## src/rtl/irda_uart_receiver.sv

```systemverilog
// IrDA SIR receiver: synchronizes the pulse line, decodes one bit per
// OVERSAMPLE ticks and frames start/data/stop into bytes.
module irda_uart_receiver #(
    parameter int DATA_BITS  = 8,
    parameter int OVERSAMPLE = 16
) (
    input  logic                 clock,
    input  logic                 reset,
    input  logic                 sample_tick,
    input  logic                 irda_rx,
    output logic [DATA_BITS-1:0] rx_data,
    output logic                 rx_valid,
    output logic                 frame_err,
    output logic                 busy
);

    localparam int BCW = $clog2(DATA_BITS) + 1;

    typedef enum logic [1:0] {
        IDLE,
        START,
        DATA,
        STOP
    } state_t;

    state_t               state;
    logic                 sync1;
    logic                 rx_s;
    logic [3:0]           tick_cnt;
    logic [BCW-1:0]       bit_cnt;
    logic                 pulse_seen;
    logic [DATA_BITS-1:0] shift;
    logic                 bit_val;
    logic                 win_end;

    // Any pulse seen in the window decodes as a 0 bit.
    assign bit_val = ~(pulse_seen | rx_s);
    assign win_end = sample_tick && (tick_cnt == 4'(OVERSAMPLE - 1));
    assign busy    = (state != IDLE);

    always_ff @(posedge clock) begin
        if (reset) begin
            sync1 <= 1'b0;
            rx_s  <= 1'b0;
        end else begin
            sync1 <= irda_rx;
            rx_s  <= sync1;
        end
    end

    always_ff @(posedge clock) begin
        if (reset) begin
            state      <= IDLE;
            tick_cnt   <= '0;
            bit_cnt    <= '0;
            pulse_seen <= 1'b0;
            shift      <= '0;
            rx_data    <= '0;
            rx_valid   <= 1'b0;
            frame_err  <= 1'b0;
        end else begin
            rx_valid  <= 1'b0;
            frame_err <= 1'b0;
            if (sample_tick) begin
                if (state == IDLE) begin
                    if (rx_s) begin
                        state      <= START;
                        tick_cnt   <= 4'd1;
                        pulse_seen <= 1'b1;
                    end
                end else if (win_end) begin
                    tick_cnt   <= '0;
                    pulse_seen <= 1'b0;
                    unique case (state)
                        START: begin
                            state   <= DATA;
                            bit_cnt <= '0;
                        end
                        DATA: begin
                            shift   <= {bit_val, shift[DATA_BITS-1:1]};
                            bit_cnt <= bit_cnt + 1'b1;
                            if (bit_cnt == BCW'(DATA_BITS - 1))
                                state <= STOP;
                        end
                        STOP: begin
                            if (bit_val) begin
                                rx_data  <= shift;
                                rx_valid <= 1'b1;
                            end else begin
                                frame_err <= 1'b1;
                            end
                            state <= IDLE;
                        end
                        default: state <= IDLE;
                    endcase
                end else begin
                    tick_cnt   <= tick_cnt + 1'b1;
                    pulse_seen <= pulse_seen | rx_s;
                end
            end
        end
    end

endmodule

```

## config.mk

```make
export PLATFORM = sky130hd
export DESIGN_NAME = irda_uart_receiver
export DESIGN_NICKNAME = d
export VERILOG_FILES = /design/src/rtl/irda_uart_receiver.sv
export SDC_FILE = /design/constraint.sdc
export NUM_CORES = 1
export LEC_CHECK = 0
export BUFFER_PORTS_ARGS = -buffer_cell sky130_fd_sc_hd__buf_2
export CAP_MARGIN = 20
export CORE_ASPECT_RATIO = 1.75
export CORE_MARGIN = 2
export CORE_UTILIZATION = 50
export CTS_CLUSTER_SIZE = 10
export DETAILED_ROUTE_END_ITERATION = 10
export GPL_TIMING_DRIVEN = 1
export PLACE_DENSITY = 0.8
export SYNTH_ARGS = -nofsm -noshare
export SYNTH_HDL_FRONTEND = slang
export SYNTH_SLANG_ARGS = --single-unit
```

## constraint.sdc

```tcl
create_clock -name clock -period 2.1 [get_ports clock]
set_clock_uncertainty 0.15 [all_clocks]
set_input_delay 0.105 -clock clock [delete_from_list [all_inputs] [get_ports clock]]
set_output_delay 0.105 -clock clock [all_outputs]
set_load 0.02 [all_outputs]
```

==> run summary <==
# Post-CTS Setup Buffers: 0
CTS Buffer Depth: 2
Die ar.: 0.00313 sq mm
Synth cell types: 31
pre-CTS setup slack: 0.212 ns
total wire length: 2480 um
Final Instance Area: 0.00153 sq mm
CP Launch Type: flop
CTS Buf Count: 5
Residual DRC: 0
synthesis warning total: 0
clock root cell: clkbuf_8
Max Slew Vio Count: 0
IO Count: 15
setup TNS: 0 ns
Worst Path Required: 2.10 ns
DRT Pass-1 Iters: 5
FMAX: 0.528 GHz
clock-pin slew on the worst setup and hold paths: 0.06 ns
fin nets: 164
CTS tree: done
PD cells: 754 mW/mm^2
Inst Count DP: 173
Final min period: 1.89 ns
vias in the first global route: 1057
Arr. time, crit path: 1.89 ns
H-tree depth: 2
Area Overhead vs Synth: 13.5%
Post-CTS Resized: 0
Avg Inst Size Synth: 9.81 sq um
Diodes inserted: 0
period utilization: 0.901
number of max-cap violations: 0
worst-margin pin slew: 0.524 ns
final setup violation count: 0
global placement routability congestion: 0.778
post-placement cell area: 0.00141 sq mm
Slew headroom: 0.651
CTS Sinks: 31
CP Class: reg -> reg
Total Power: 1150 uW
pin count of the biggest net entering global routing: 31
Hold Vio Cnt, Final: 0
Critical Path End Type: flop
DIE WIDTH: 43.2 um
share of cells above drive strength 1: 0.179
Port Buffers: 14
sequential area share after synthesis: 0.462
DR vias: 996
leak pwr: 0.000703 uW
first-pass GRT wire length: 4500 um
vias per inst: 5.47
Yosys reg bits: 31
Core Box Area: 0.00252 sq mm
Syn Inst Count: 137
Cell Area, Synth: 0.00134 sq mm
# hold bufs at CTS: 1
Initial Util: 0.533
largest driver fanout on the critical path: 9
non-filler instance count after layout: 182
syn_nets: 146
DR iter-0 viols: 46
initial antenna violation count: 0
status: completed
RSZ-0062 raised after global routing: false
Hold/Removal Path Class: in -> reg
Die Y: 72.6 um
hpwl dp: 1880 um
ANT nets after route: 0
clk_lat worst skew: 0.28 ns
total track usage: 0.191
worst vdd ir: 0.000804 V
GRT overflow: 0
final worst slack: 0.208 ns
fillers: 224
WL/cell: 13.6 um
row cnt: 24
critical path, cell delays in order, from the launching register on:
cell and delay, ns:
dfxtp_1 0.35, inv_1 0.07, ha_1 0.31, nor2b_4 0.22, and3_1 0.19, buf_4 0.19
mux2i_1 0.22, nor2_1 0.06
flip-flops by register name, summed over array words and instances, names as in the netlist:
name	count
shift	8
tick_cnt	4
rx_s	1
rx_valid	1
state	2
pulse_seen	1
frame_err	1
rx_data	8
sync1	1
bit_cnt	4
final timing paths:
path	from	endpoint	slack, ns	cells past startpoint
worst max register to register	state[0]$_SDFFE_PP0P_	shift[5]$_SDFFE_PP0P_	0.21	7
worst max-delay path	state[0]$_SDFFE_PP0P_	shift[5]$_SDFFE_PP0P_	0.21	7
worst min register to register	sync1$_SDFF_PP0_	rx_s$_SDFF_PP0_	0.30	1
worst min-delay path	sample_tick	tick_cnt[0]$_SDFFE_PP0P_	0.03	3
final cells by class:
cell class	instances	area (sq um)	share of cell area
multi-input combinational	96	658	0.432
tap	26	32.5	0.0213
clock buffer	7	96.3	0.0632
sequential	31	621	0.407
clock inverter	1	7.51	0.00492
timing repair buffer	17	95.1	0.0623
inverter	4	15.0	0.00984
cell usage in the layout (no fill, tap or decap), types with 2 or more instances in the layout:
cell,n
dfxtp_1,31
nor2_1,27
mux2i_1,19
buf_2,14
nand2_1,7
clkbuf_8,7
a21oi_1,6
ha_1,5
inv_1,4
and3_1,4
nor2b_1,4
nand3_1,3
o21ai_0,2
nand3b_1,2
nor3_1,2
buf_4,2
Yosys cell counts:
master | instances | area, sq um
o31ai_1 | 1 | 7.51
a2bb2oi_1 | 1 | 8.76
nand4_1 | 1 | 6.26
or2b_1 | 1 | 7.51
and3_1 | 4 | 25.0
and2b_1 | 1 | 7.51
xor2_1 | 1 | 8.76
nor2_1 | 27 | 101
dlygate4sd1_1 | 1 | 8.76
a21oi_1 | 6 | 30.0
a211oi_2 | 1 | 12.5
o21ai_0 | 2 | 10.0
a221oi_2 | 1 | 15.0
nand4_4 | 1 | 21.3
a22oi_1 | 1 | 7.51
nand4b_1 | 1 | 8.76
inv_1 | 4 | 15.0
ha_1 | 5 | 62.6
and4_1 | 1 | 8.76
nand3_1 | 3 | 15.0
a211oi_1 | 1 | 7.51
dfxtp_1 | 31 | 621
nor2b_1 | 4 | 25.0
nor2b_4 | 1 | 13.8
nand3b_1 | 2 | 15.0
and2_1 | 1 | 6.26
nand2_1 | 7 | 26.3
mux2i_1 | 19 | 190
buf_6 | 3 | 33.8
nor3_1 | 2 | 10.0
clkbuf_1 | 2 | 7.51
cell families (layout without fill, tap and decap cells):
| family | count (synthesis) | count (layout) | share of synthesized area |
|---|---|---|---|
| muxes | 19 | 19 | 0.142 |
| AOI/OAI and AO/OA | 14 | 14 | 0.0736 |
| xor gates and xnor gates | 1 | 1 | 0.00652 |
| adders and majority gates | 5 | 5 | 0.0466 |
| buffers and inverters | 10 | 29 | 0.0484 |
| DFF | 31 | 31 | 0.462 |
| and+or+nand+nor | 57 | 57 | 0.222 |
through the flow:
stage          hold slack (ns)   util
2_1_floorplan           0.0832      -
3_3_place_gp             0.167  0.560
3_5_place_dp             0.195  0.560
4_1_cts                 0.0304  0.605
5_1_grt                 0.0635  0.605
6_report                0.0322  0.605
power by group:
part	switching, uW	total [uW]	internal (uW)
Clock	216	514	298
Combinational	25.8	39.7	13.9
Sequential	3.64	596	592
Total	246	1150	904
routing by layer:
| layer | vias up | wire, um | global-route usage |
|---|---|---|---|
| met5 | - | 0 | 0 |
| met4 | 0 | 76 | 0.0943 |
| met2 | 18 | 1460 | 0.360 |
| met1 | 466 | 855 | 0.184 |
| met3 | 8 | 86 | 0.0470 |
| li1 | 504 | - | - |
No activity file was read; power rests on OpenSTA's default activity.
